[src/rtl/vita49_pkg.sv]
// Shared definitions for the VITA-49 IF-data packer/unpacker pair.
package vita49_pkg;

  // Fixed header: header word, stream ID, integer seconds, fractional hi, fractional lo.
  localparam int VRT_HDR_WORDS = 5;

  // Header word bit positions
  localparam int HDR_TYPE_MSB = 31;
  localparam int HDR_TYPE_LSB = 28;
  localparam int HDR_TSI_MSB  = 23;
  localparam int HDR_TSI_LSB  = 22;
  localparam int HDR_TSF_MSB  = 21;
  localparam int HDR_TSF_LSB  = 20;
  localparam int HDR_SEQ_MSB  = 19;
  localparam int HDR_SEQ_LSB  = 16;
  localparam int HDR_SIZE_MSB = 15;
  localparam int HDR_SIZE_LSB = 0;

  // Field codes
  localparam logic [3:0] VRT_TYPE_IFDATA_SID = 4'b0001;
  localparam logic [1:0] VRT_TSI_UTC         = 2'b01;
  localparam logic [1:0] VRT_TSF_REAL        = 2'b10;

  typedef enum logic [2:0] {
    ST_HDR,
    ST_SID,
    ST_TSI,
    ST_TSF_HI,
    ST_TSF_LO,
    ST_PAY,
    ST_DROP
  } vita49_state_t;

  // Builds an IF-data header word with the codes this link always uses.
  function automatic logic [31:0] vrt_hdr(input logic [3:0] seq, input logic [15:0] size);
    return {VRT_TYPE_IFDATA_SID, 4'h0, VRT_TSI_UTC, VRT_TSF_REAL, seq, size};
  endfunction

endpackage

[src/rtl/vita49_axis_oreg.sv]
// One-entry AXI-Stream output register; accepts a new word in the same cycle the old one drains.
module vita49_axis_oreg #(
  parameter int W = 32
) (
  input  logic         clk,
  input  logic         rst_n,
  input  logic [W-1:0] in_data,
  input  logic         in_last,
  input  logic         in_valid,
  output logic         in_ready,
  output logic [W-1:0] out_data,
  output logic         out_last,
  output logic         out_valid,
  input  logic         out_ready
);

  logic [W-1:0] data_q, data_d;
  logic         last_q, last_d;
  logic         valid_q, valid_d;
  logic         load;

  assign in_ready  = !valid_q || out_ready;
  assign load      = in_valid && in_ready;
  assign out_data  = data_q;
  assign out_last  = last_q;
  assign out_valid = valid_q;

  // Load on accept, otherwise hold the word stable until the consumer takes it
  always_comb begin
    data_d  = data_q;
    last_d  = last_q;
    valid_d = valid_q;
    if (load) begin
      data_d  = in_data;
      last_d  = in_last;
      valid_d = 1'b1;
    end else if (out_ready) begin
      valid_d = 1'b0;
    end
  end

  // Register with synchronous active-low clear
  always_ff @(posedge clk) begin
    if (!rst_n) begin
      data_q  <= '0;
      last_q  <= 1'b0;
      valid_q <= 1'b0;
    end else begin
      data_q  <= data_d;
      last_q  <= last_d;
      valid_q <= valid_d;
    end
  end

endmodule

[src/rtl/vita49_unpack.sv]
// VITA-49 IF-data unpacker: checks header/SID/size/sequence, latches the timestamp, forwards payload.
module vita49_unpack
  import vita49_pkg::*;
#(
  parameter int HDR_WORDS = VRT_HDR_WORDS,
  parameter int CNT_W     = 32
) (
  input  logic             AXIS_ACLK,
  input  logic             AXIS_ARESETN,
  input  logic [31:0]      S_AXIS_TDATA,
  input  logic             S_AXIS_TVALID,
  input  logic             S_AXIS_TLAST,
  output logic             S_AXIS_TREADY,
  output logic [31:0]      M_AXIS_TDATA,
  output logic             M_AXIS_TVALID,
  output logic             M_AXIS_TLAST,
  input  logic             M_AXIS_TREADY,
  input  logic             enable,
  input  logic             sid_check,
  input  logic [31:0]      streamID,
  output logic [31:0]      ts_sec,
  output logic [63:0]      ts_fsec,
  output logic             ts_valid,
  output logic [CNT_W-1:0] pkt_cnt,
  output logic [CNT_W-1:0] sid_err,
  output logic [CNT_W-1:0] size_err,
  output logic [CNT_W-1:0] seq_err
);

  vita49_state_t    state_q, state_d;
  logic [15:0]      size_q, size_d;
  logic [15:0]      wcnt_q, wcnt_d;
  logic [3:0]       seq_q, seq_d;
  logic             seq_vld_q, seq_vld_d;
  logic [31:0]      sec_sh_q, sec_sh_d;
  logic [31:0]      fhi_sh_q, fhi_sh_d;
  logic [31:0]      ts_sec_q, ts_sec_d;
  logic [63:0]      ts_fsec_q, ts_fsec_d;
  logic             ts_valid_q, ts_valid_d;
  logic [CNT_W-1:0] pkt_cnt_q, pkt_cnt_d;
  logic [CNT_W-1:0] sid_err_q, sid_err_d;
  logic [CNT_W-1:0] size_err_q, size_err_d;
  logic [CNT_W-1:0] seq_err_q, seq_err_d;

  logic        s_ready, s_hs;
  logic        pay_valid, pay_ready, pay_last;
  logic        ev_size, ev_sid, ev_pkt, ev_ts;
  logic        hdr_ok;
  logic [3:0]  in_type, in_seq;
  logic [15:0] in_size, word_idx;

  assign in_type  = S_AXIS_TDATA[HDR_TYPE_MSB:HDR_TYPE_LSB];
  assign in_seq   = S_AXIS_TDATA[HDR_SEQ_MSB:HDR_SEQ_LSB];
  assign in_size  = S_AXIS_TDATA[HDR_SIZE_MSB:HDR_SIZE_LSB];
  // 1-based position of the word currently on the input, header word being 1
  assign word_idx = wcnt_q + 16'd1;
  assign hdr_ok   = (in_type == VRT_TYPE_IFDATA_SID) && (in_size > 16'(HDR_WORDS));
  assign s_hs     = S_AXIS_TVALID && s_ready;

  assign S_AXIS_TREADY = s_ready;
  assign ts_sec        = ts_sec_q;
  assign ts_fsec       = ts_fsec_q;
  assign ts_valid      = ts_valid_q;
  assign pkt_cnt       = pkt_cnt_q;
  assign sid_err       = sid_err_q;
  assign size_err      = size_err_q;
  assign seq_err       = seq_err_q;

  vita49_axis_oreg #(.W(32)) u_oreg (
    .clk      (AXIS_ACLK),
    .rst_n    (AXIS_ARESETN),
    .in_data  (S_AXIS_TDATA),
    .in_last  (pay_last),
    .in_valid (pay_valid),
    .in_ready (pay_ready),
    .out_data (M_AXIS_TDATA),
    .out_last (M_AXIS_TLAST),
    .out_valid(M_AXIS_TVALID),
    .out_ready(M_AXIS_TREADY)
  );

  // State and datapath registers with synchronous active-low reset
  always_ff @(posedge AXIS_ACLK) begin
    if (!AXIS_ARESETN) begin
      state_q    <= ST_HDR;
      size_q     <= '0;
      wcnt_q     <= '0;
      seq_q      <= '0;
      seq_vld_q  <= 1'b0;
      sec_sh_q   <= '0;
      fhi_sh_q   <= '0;
      ts_sec_q   <= '0;
      ts_fsec_q  <= '0;
      ts_valid_q <= 1'b0;
      pkt_cnt_q  <= '0;
      sid_err_q  <= '0;
      size_err_q <= '0;
      seq_err_q  <= '0;
    end else begin
      state_q    <= state_d;
      size_q     <= size_d;
      wcnt_q     <= wcnt_d;
      seq_q      <= seq_d;
      seq_vld_q  <= seq_vld_d;
      sec_sh_q   <= sec_sh_d;
      fhi_sh_q   <= fhi_sh_d;
      ts_sec_q   <= ts_sec_d;
      ts_fsec_q  <= ts_fsec_d;
      ts_valid_q <= ts_valid_d;
      pkt_cnt_q  <= pkt_cnt_d;
      sid_err_q  <= sid_err_d;
      size_err_q <= size_err_d;
      seq_err_q  <= seq_err_d;
    end
  end

  // Next state and the per-beat error/complete events; TLAST in the header always wins
  always_comb begin
    state_d = state_q;
    ev_size = 1'b0;
    ev_sid  = 1'b0;
    ev_pkt  = 1'b0;
    ev_ts   = 1'b0;
    if (s_hs) begin
      case (state_q)
        ST_HDR: begin
          if (!hdr_ok || S_AXIS_TLAST) begin
            ev_size = 1'b1;
            state_d = S_AXIS_TLAST ? ST_HDR : ST_DROP;
          end else begin
            state_d = ST_SID;
          end
        end
        ST_SID: begin
          if (S_AXIS_TLAST) begin
            ev_size = 1'b1;
            state_d = ST_HDR;
          end else if (sid_check && (S_AXIS_TDATA != streamID)) begin
            ev_sid  = 1'b1;
            state_d = ST_DROP;
          end else begin
            state_d = ST_TSI;
          end
        end
        ST_TSI: begin
          ev_size = S_AXIS_TLAST;
          state_d = S_AXIS_TLAST ? ST_HDR : ST_TSF_HI;
        end
        ST_TSF_HI: begin
          ev_size = S_AXIS_TLAST;
          state_d = S_AXIS_TLAST ? ST_HDR : ST_TSF_LO;
        end
        ST_TSF_LO: begin
          ev_size = S_AXIS_TLAST;
          ev_ts   = !S_AXIS_TLAST;
          state_d = S_AXIS_TLAST ? ST_HDR : ST_PAY;
        end
        ST_PAY: begin
          if (word_idx == size_q) begin
            ev_pkt  = S_AXIS_TLAST;
            ev_size = !S_AXIS_TLAST;
            state_d = S_AXIS_TLAST ? ST_HDR : ST_DROP;
          end else if (S_AXIS_TLAST) begin
            ev_size = 1'b1;
            state_d = ST_HDR;
          end
        end
        ST_DROP: begin
          if (S_AXIS_TLAST) state_d = ST_HDR;
        end
        default: state_d = ST_HDR;
      endcase
    end
  end

  // Input ready per state and the payload hand-off into the output register
  always_comb begin
    case (state_q)
      ST_HDR:  s_ready = enable;
      ST_PAY:  s_ready = pay_ready;
      default: s_ready = 1'b1;
    endcase
    pay_valid = (state_q == ST_PAY) && S_AXIS_TVALID;
    pay_last  = S_AXIS_TLAST || (word_idx == size_q);
  end

  // Word counting, sequence tracking, timestamp capture and status counters
  always_comb begin
    size_d     = size_q;
    wcnt_d     = wcnt_q;
    seq_d      = seq_q;
    seq_vld_d  = seq_vld_q;
    sec_sh_d   = sec_sh_q;
    fhi_sh_d   = fhi_sh_q;
    ts_sec_d   = ts_sec_q;
    ts_fsec_d  = ts_fsec_q;
    ts_valid_d = ev_ts;
    pkt_cnt_d  = pkt_cnt_q;
    sid_err_d  = sid_err_q;
    size_err_d = size_err_q;
    seq_err_d  = seq_err_q;
    if (s_hs && (state_q == ST_HDR)) begin
      size_d = in_size;
      wcnt_d = 16'd1;
      if (hdr_ok) begin
        if (seq_vld_q && (in_seq != (seq_q + 4'd1))) seq_err_d = seq_err_q + CNT_W'(1);
        seq_d     = in_seq;
        seq_vld_d = 1'b1;
      end
    end else if (s_hs) begin
      wcnt_d = word_idx;
    end
    if (s_hs && (state_q == ST_TSI))    sec_sh_d = S_AXIS_TDATA;
    if (s_hs && (state_q == ST_TSF_HI)) fhi_sh_d = S_AXIS_TDATA;
    if (ev_ts) begin
      ts_sec_d  = sec_sh_q;
      ts_fsec_d = {fhi_sh_q, S_AXIS_TDATA};
    end
    if (ev_pkt)  pkt_cnt_d  = pkt_cnt_q + CNT_W'(1);
    if (ev_sid)  sid_err_d  = sid_err_q + CNT_W'(1);
    if (ev_size) size_err_d = size_err_q + CNT_W'(1);
  end

endmodule

[config.mk]
export PLATFORM = sky130hd
export DESIGN_NAME = vita49_unpack
export DESIGN_NICKNAME = d
export VERILOG_FILES = /design/src/rtl/vita49_pkg.sv /design/src/rtl/vita49_axis_oreg.sv /design/src/rtl/vita49_unpack.sv
export SDC_FILE = /design/constraint.sdc
export NUM_CORES = 1
export LEC_CHECK = 0
export ABC_AREA = 1
export BUFFER_PORTS_ARGS = -buffer_cell sky130_fd_sc_hd__buf_2
export CORE_MARGIN = 2
export CORE_UTILIZATION = 45
export DETAILED_ROUTE_END_ITERATION = 10
export PLACE_DENSITY = 0.65
export SKIP_CTS_REPAIR_TIMING = 1
export SYNTH_ARGS = -nofsm -noshare
export SYNTH_HDL_FRONTEND = slang
export SYNTH_SLANG_ARGS = --single-unit
[constraint.sdc]
create_clock -name AXIS_ACLK -period 3.1 [get_ports AXIS_ACLK]
set_input_delay 0 -clock AXIS_ACLK [delete_from_list [all_inputs] [get_ports AXIS_ACLK]]
set_output_delay 0 -clock AXIS_ACLK [all_outputs]
set_load 0.05 [all_outputs]
Word level (Yosys, flattened, before mapping)
Cells that the tools add are included.
{"block": "op_classes", "add_sub_neg": 6, "n_mul": 0, "div": 0, "magnitude_cmp": 1, "eq_ne": 10, "n_shift": 0, "mux": 29, "n_bitwise": 1, "n_reduce_logical": 22}
{"op": "$add A32 B1 Y32 const B", "n": 4}
{"op": "$ne A32 B32 Y1", "n": 1}
{"op": "$mux W3", "n": 8}
{"op": "$pmux W3 S7", "n": 1}
{"op": "$mux W1", "n": 17}
{"op": "$add A16 B1 Y16 const B", "n": 1}
{"op": "$eq A16 B16 Y1", "n": 1}
{"op": "$gt A16 B3 Y1 const B", "n": 1}
{"op": "$eq A3 B3 Y1 const B", "n": 3}
{"op": "$logic_and A1 B1 Y1", "n": 9}
{"op": "$eq A3 B2 Y1 const B", "n": 2}
{"op": "$add A4 B1 Y4 const B", "n": 1}
{"op": "$eq A4 B1 Y1 const B", "n": 1}
{"op": "$ne A4 B4 Y1", "n": 1}
{"op": "$pmux W1 S4", "n": 1}
{"op": "$reduce_bool A2 Y1", "n": 2}
{"op": "$eq A3 B1 Y1 const B", "n": 1}
{"op": "$logic_not A1 Y1", "n": 3}
{"op": "$logic_not A3 Y1", "n": 1}
{"op": "$logic_or A1 B1 Y1", "n": 3}
{"op": "$reduce_and A3 Y1", "n": 1}
{"op": "$reduce_or A3 Y1", "n": 1}
{"op": "$mux W2", "n": 1}
{"op": "$pmux W1 S2", "n": 1}
{"op": "other kinds (3)", "n": 3}
{"block": "word_totals", "regBits": 363, "latchBits": 0, "mem_bits_rw": 0, "romBits": 0, "input_bits": 71, "output_inout_bits": 260, "elab_cells": 87, "n_memories": 0}

Longest topological paths before layout
{"block": "logic_depth", "ltp_word": 7, "ltp_mapped": 21}

Modules after synthesis
Synthesis repeated with hierarchy kept, for this count alone.
{"block": "hier_totals", "cells_unflattened": 2478, "area_unflattened_um2": 17266.6}
{"mod": "vita49_unpack", "instances": 1, "cells_per_inst": 2257, "area_each_um2": 15757.6, "seq_area_each_um2": 6586.3}
{"mod": "vita49_axis_oreg", "instances": 1, "cells_per_inst": 221, "area_each_um2": 1508.9, "seq_area_each_um2": 680.7}

Worst setup path before layout
OpenSTA, ideal clock, no wires.
{"block": "synth_path", "kind": "register to register", "startpoint": "register wcnt_q[0]", "endpoint": "register pkt_cnt_q[13], in the netlist pkt_cnt[13]", "setup_ps": 117, "t_arrival_ps": 2660, "required_time_ps": 2983, "path_slack_ps": 323, "path_stages_with_launch": 22, "synth_period_minus_slack_ps": 2777, "cell_sequence": "dfxtp_1 > ha_1 > nand2_1 > nor2_1 > nand3_1 > nand2_1 > nand2_1 > nand2_1 > nand2_1 > inv_1 > nand2_1 > nor2_1 > nand3_1 > inv_1 > ha_1 > nand2_1 > nor2_2 > nand4_1 > nor2_1 > nand3_1 > nand2_1 > nor2_1"}
{"block": "synth_via", "elab_chain_cells": 5}
{"element": "from (decl)", "line_no": "vita49_unpack.sv:32", "text": "logic [15:0] wcnt_q, wcnt_d;"}
{"element": "from (signal assigned)", "line_no": "vita49_unpack.sv:102", "text": "wcnt_q <= wcnt_d;"}
{"element": "$add A16 B1 Y16", "line_no": "vita49_unpack.sv:56", "text": "assign word_idx = wcnt_q + 16'd1;"}
{"element": "$eq A16 B16 Y1", "line_no": "vita49_unpack.sv:159", "text": "if (word_idx == size_q) begin"}
{"element": "$mux W1", "line_no": "vita49_unpack.sv:159"}
{"element": "$mux W1", "line_no": "vita49_unpack.sv:125", "text": "case (state_q)"}
{"element": "$mux W1", "line_no": "vita49_unpack.sv:124", "text": "if (s_hs) begin"}
{"element": "to (signal assigned)", "line_no": "vita49_unpack.sv:110", "text": "pkt_cnt_q <= pkt_cnt_d;"}
{"element": "to (decl)", "line_no": "vita49_unpack.sv:40", "text": "logic [CNT_W-1:0] pkt_cnt_q, pkt_cnt_d;"}
No other way between the ends.
A chain may end at the register's enable or synchronous reset.

Worst setup path in the final report
{"block": "layout_path", "startpoint": "register wcnt_q[3]", "endpoint": "register pkt_cnt_q[2], in the netlist pkt_cnt[2]"}
The elaborated chain is that of the path after synthesis.

==> results_dict.tcl <==
set metrics [dict create \
    final.min_clock_period_ns 2.90 \
    wl_per_cell_um 17.0 \
    rrSetupSlack_ns 0.20 \
    cts_max_level 2 \
    vias 17500 \
    drt-pass1-iter-count 7 \
    start_util_pct 45.6 \
    hold_path.class "in2reg" \
    crit_fanout 15 \
    finalHoldViolCount 0 \
    switchingPower_mw 2.71 \
    die_area_mm2 0.0396 \
    drtIter0Drc 1207 \
    grt_pass1_wl_um 86400 \
    synth_seq_cells 363 \
    cellPowerDensity_mw_per_mm2 508 \
    p_sw_share_pct 25.2 \
    slew_viol_final 0 \
    synth.distinct_cells 37 \
    place.gp.congestion 0.918 \
    finalNonFillerCells 3307 \
    slowest_delay_ns 0.37 \
    cts_root_buf "clkbuf_16" \
    max_cap_violations 0 \
    cts_buffers 40 \
    drive_above_1_share_pct 17.2 \
    gr-total-overflow 0 \
    finalWirelength_um 56200 \
    p_int_mw 8.03 \
    antenna_found_initial 0 \
    postSynthCellCount 2443 \
    fin_ws_ns 0.200 \
    dp_slack_ns -0.168 \
    cp_data_arrival_time_ns 3.41 \
    clockBufferDepth 3 \
    ir_drop_mv 0.406 \
    worstMarginPinSlew_ns 0.717 \
    relSlewSlack_pct 52.2 \
    route.antenna.remaining_nets 0 \
    netlist_area_mm2 0.0171 \
    layout_common_cells "nand2_1, dfxtp_1, buf_2, a21oi_1, nor2_1" \
    syn_nets 2522 \
    synth_top_area_cell "dfxtp_1" \
    crit_top_cell "nand2_1" \
    grt_pass1_vias 15800 \
    p_leak_nw 8.46 \
    crit_chain "nand2_1 -> nor2_1 -> buf_4 -> nand2_1 -> o21bai_1 -> nand2_1 -> nand2_1 -> nand2_1 -> nor2_2 -> nand3_2 -> inv_2 -> ha_4 -> nand2_2 -> nor2_4 -> clkinvlp_4 -> buf_6 -> buf_4 -> o21ai_0 -> and3_1" \
    hpwl_um 38800 \
    coreArea_mm2 0.0376 \
    status "complete, no violations" \
    area_growth_pct 23.4 \
    grt_usage_pct 27.4 \
    sequentialPowerShare_pct 44.5 \
    critPathBufInv 5 \
    start_kind "register" \
    worst_hold_slack_ns 0.0463 \
    io-pin-count 331 \
    cp_top_family "simple AND/OR/NAND/NOR gates" \
    cts_tree "yes" \
    final_util_pct 56.3 \
    design_area_mm2 0.0211 \
    diodes 0 \
    clk_pin_slew_worst_paths_ns 0.06 \
    comb_power_share_pct 8.5 \
    fin_skew_ns 0.0174 \
    cts.sinks 363 \
    vias_per_cell 5.29 \
    synth.top_cell.area_share_pct 42.4 \
    fmax_mhz 345 \
    layout_commonest_cell "nand2_1" \
    critical_path_class "reg2reg" \
    synthTopCellsByArea "dfxtp_1, nand2_1, a21oi_1" \
    nFillCells 3644 \
    grt_max_degree 98 \
    port_buffers 330 \
    drc_errors 0 \
    clkLatencyLatePin_ns 0.57 \
    die_x_um 199 \
    placed_cells 3198 \
    crit_required_ns 3.61 \
    clkPwrFrac_pct 46.9 \
    fin_nets 2852 \
    chipHeight_um 199 \
    rows 71 \
    cp_slowest_cell "dfxtp_2" \
    yosys_warnings 0 \
    period_share_pct 93.5 \
    syn_area_per_cell_um2 7.01 \
    setup_viol 0 \
    post_dp_cell_area_mm2 0.0192 \
    cp-end-kind "register" \
    ys_seq_area_share_pct 42.4 \
]
-- worst paths after layout --
kind                                    end  depth (start not counted)     startpoint
worst max register to register   pkt_cnt[2]                         19      wcnt_q[3]
worst max-delay path             pkt_cnt[2]                         19      wcnt_q[3]
worst min register to register  sec_sh_q[8]                          2    sec_sh_q[8]
worst min-delay path               seq_q[1]                          6  S_AXIS_TVALID
-- sequential cells by signal, indices dropped and copies added (netlist names) --
register and count:
state_q 3, fhi_sh_q 32, pkt_cnt 32, u_oreg.out_last 1, wcnt_q 16, seq_err 32
u_oreg.out_data 32, sid_err 32, size_err 32, seq_q 4, ts_valid 1, u_oreg.out_valid 1
seq_vld_q 1, size_q 16, ts_fsec 64, sec_sh_q 32, ts_sec 32
-- routing by layer --
layer	track usage [%]	routed length (µm)	share of wire, %
met5	0	0	0
met3	6.23	4310	7.7
met4	10.2	1950	3.5
met2	42.0	25100	45
met1	37.5	24900	44
-- cells by family (layout without fill, tap and decap cells) --
kind of cell    Yosys count  after routing  synth area share [%]
fa+ha+maj                 8              8                 0.584
simple gates           1158           1158                  28.9
flops                   363            363                  42.4
buf+inv                 315            668                  7.33
compound gates          458            458                  13.5
xor+xnor                141            141                  7.29
-- final cells by class --
cell class              count  area, µm²  area share, %
well taps                 511        639           3.02
multi-input cells        1765       8700           41.2
flip-flops and latches    363       7280           34.4
repair buffers            406       2400           11.4
clock buffers              51       1100           5.21
inverters                 197        751           3.55
clock inverters            14        260           1.23
-- worst register-to-register path, stage by stage, from the launching register on --
cell        delay, ns
dfxtp_2          0.37
nand2_1          0.11
nor2_1           0.13
buf_4            0.17
nand2_1          0.12
o21bai_1         0.20
nand2_1          0.11
nand2_1          0.10
nand2_1          0.07
nor2_2           0.14
nand3_2          0.11
inv_2            0.08
ha_4             0.12
nand2_2          0.06
nor2_4           0.22
clkinvlp_4       0.14
buf_6            0.17
buf_4            0.14
o21ai_0          0.12
and3_1           0.16
-- metrics by stage --
step	setup TNS (ns)	total power, mW
after floorplan	0	5.43
after global routing	-0.0184	11.1
after CTS	-2.92	10.8
final	0	10.7
after detailed placement	-2.44	5.74
after global placement	-0.650	5.73
-- power groups by stage --
stage          clock (mW)  sequential (mW)  combinational (mW)
2_1_floorplan           0             4.90               0.529
3_3_place_gp            0             4.88               0.849
3_5_place_dp            0             4.88               0.858
4_1_cts              5.12             4.78               0.861
5_1_grt              5.31             4.79                1.01
6_report             5.04             4.78               0.917
-- cell usage after synthesis, drive strengths merged --
cell / instances
nand2: 611
dfxtp: 363
a21oi: 325
nor2: 215
inv: 197
nand3: 166
o21ai: 125
xor2: 111
clkbuf: 78
nor3: 73
nand4: 45
buf: 40
nor4: 35
xnor2: 29
ha: 8
and3: 4
a211oi: 3
nor3b: 3
or2: 3
a31oi: 2
nor4b: 2
o21a: 2
nand3b: 1
o21bai: 1
xnor3: 1
Note: power is estimated with default switching activity, not from simulation.
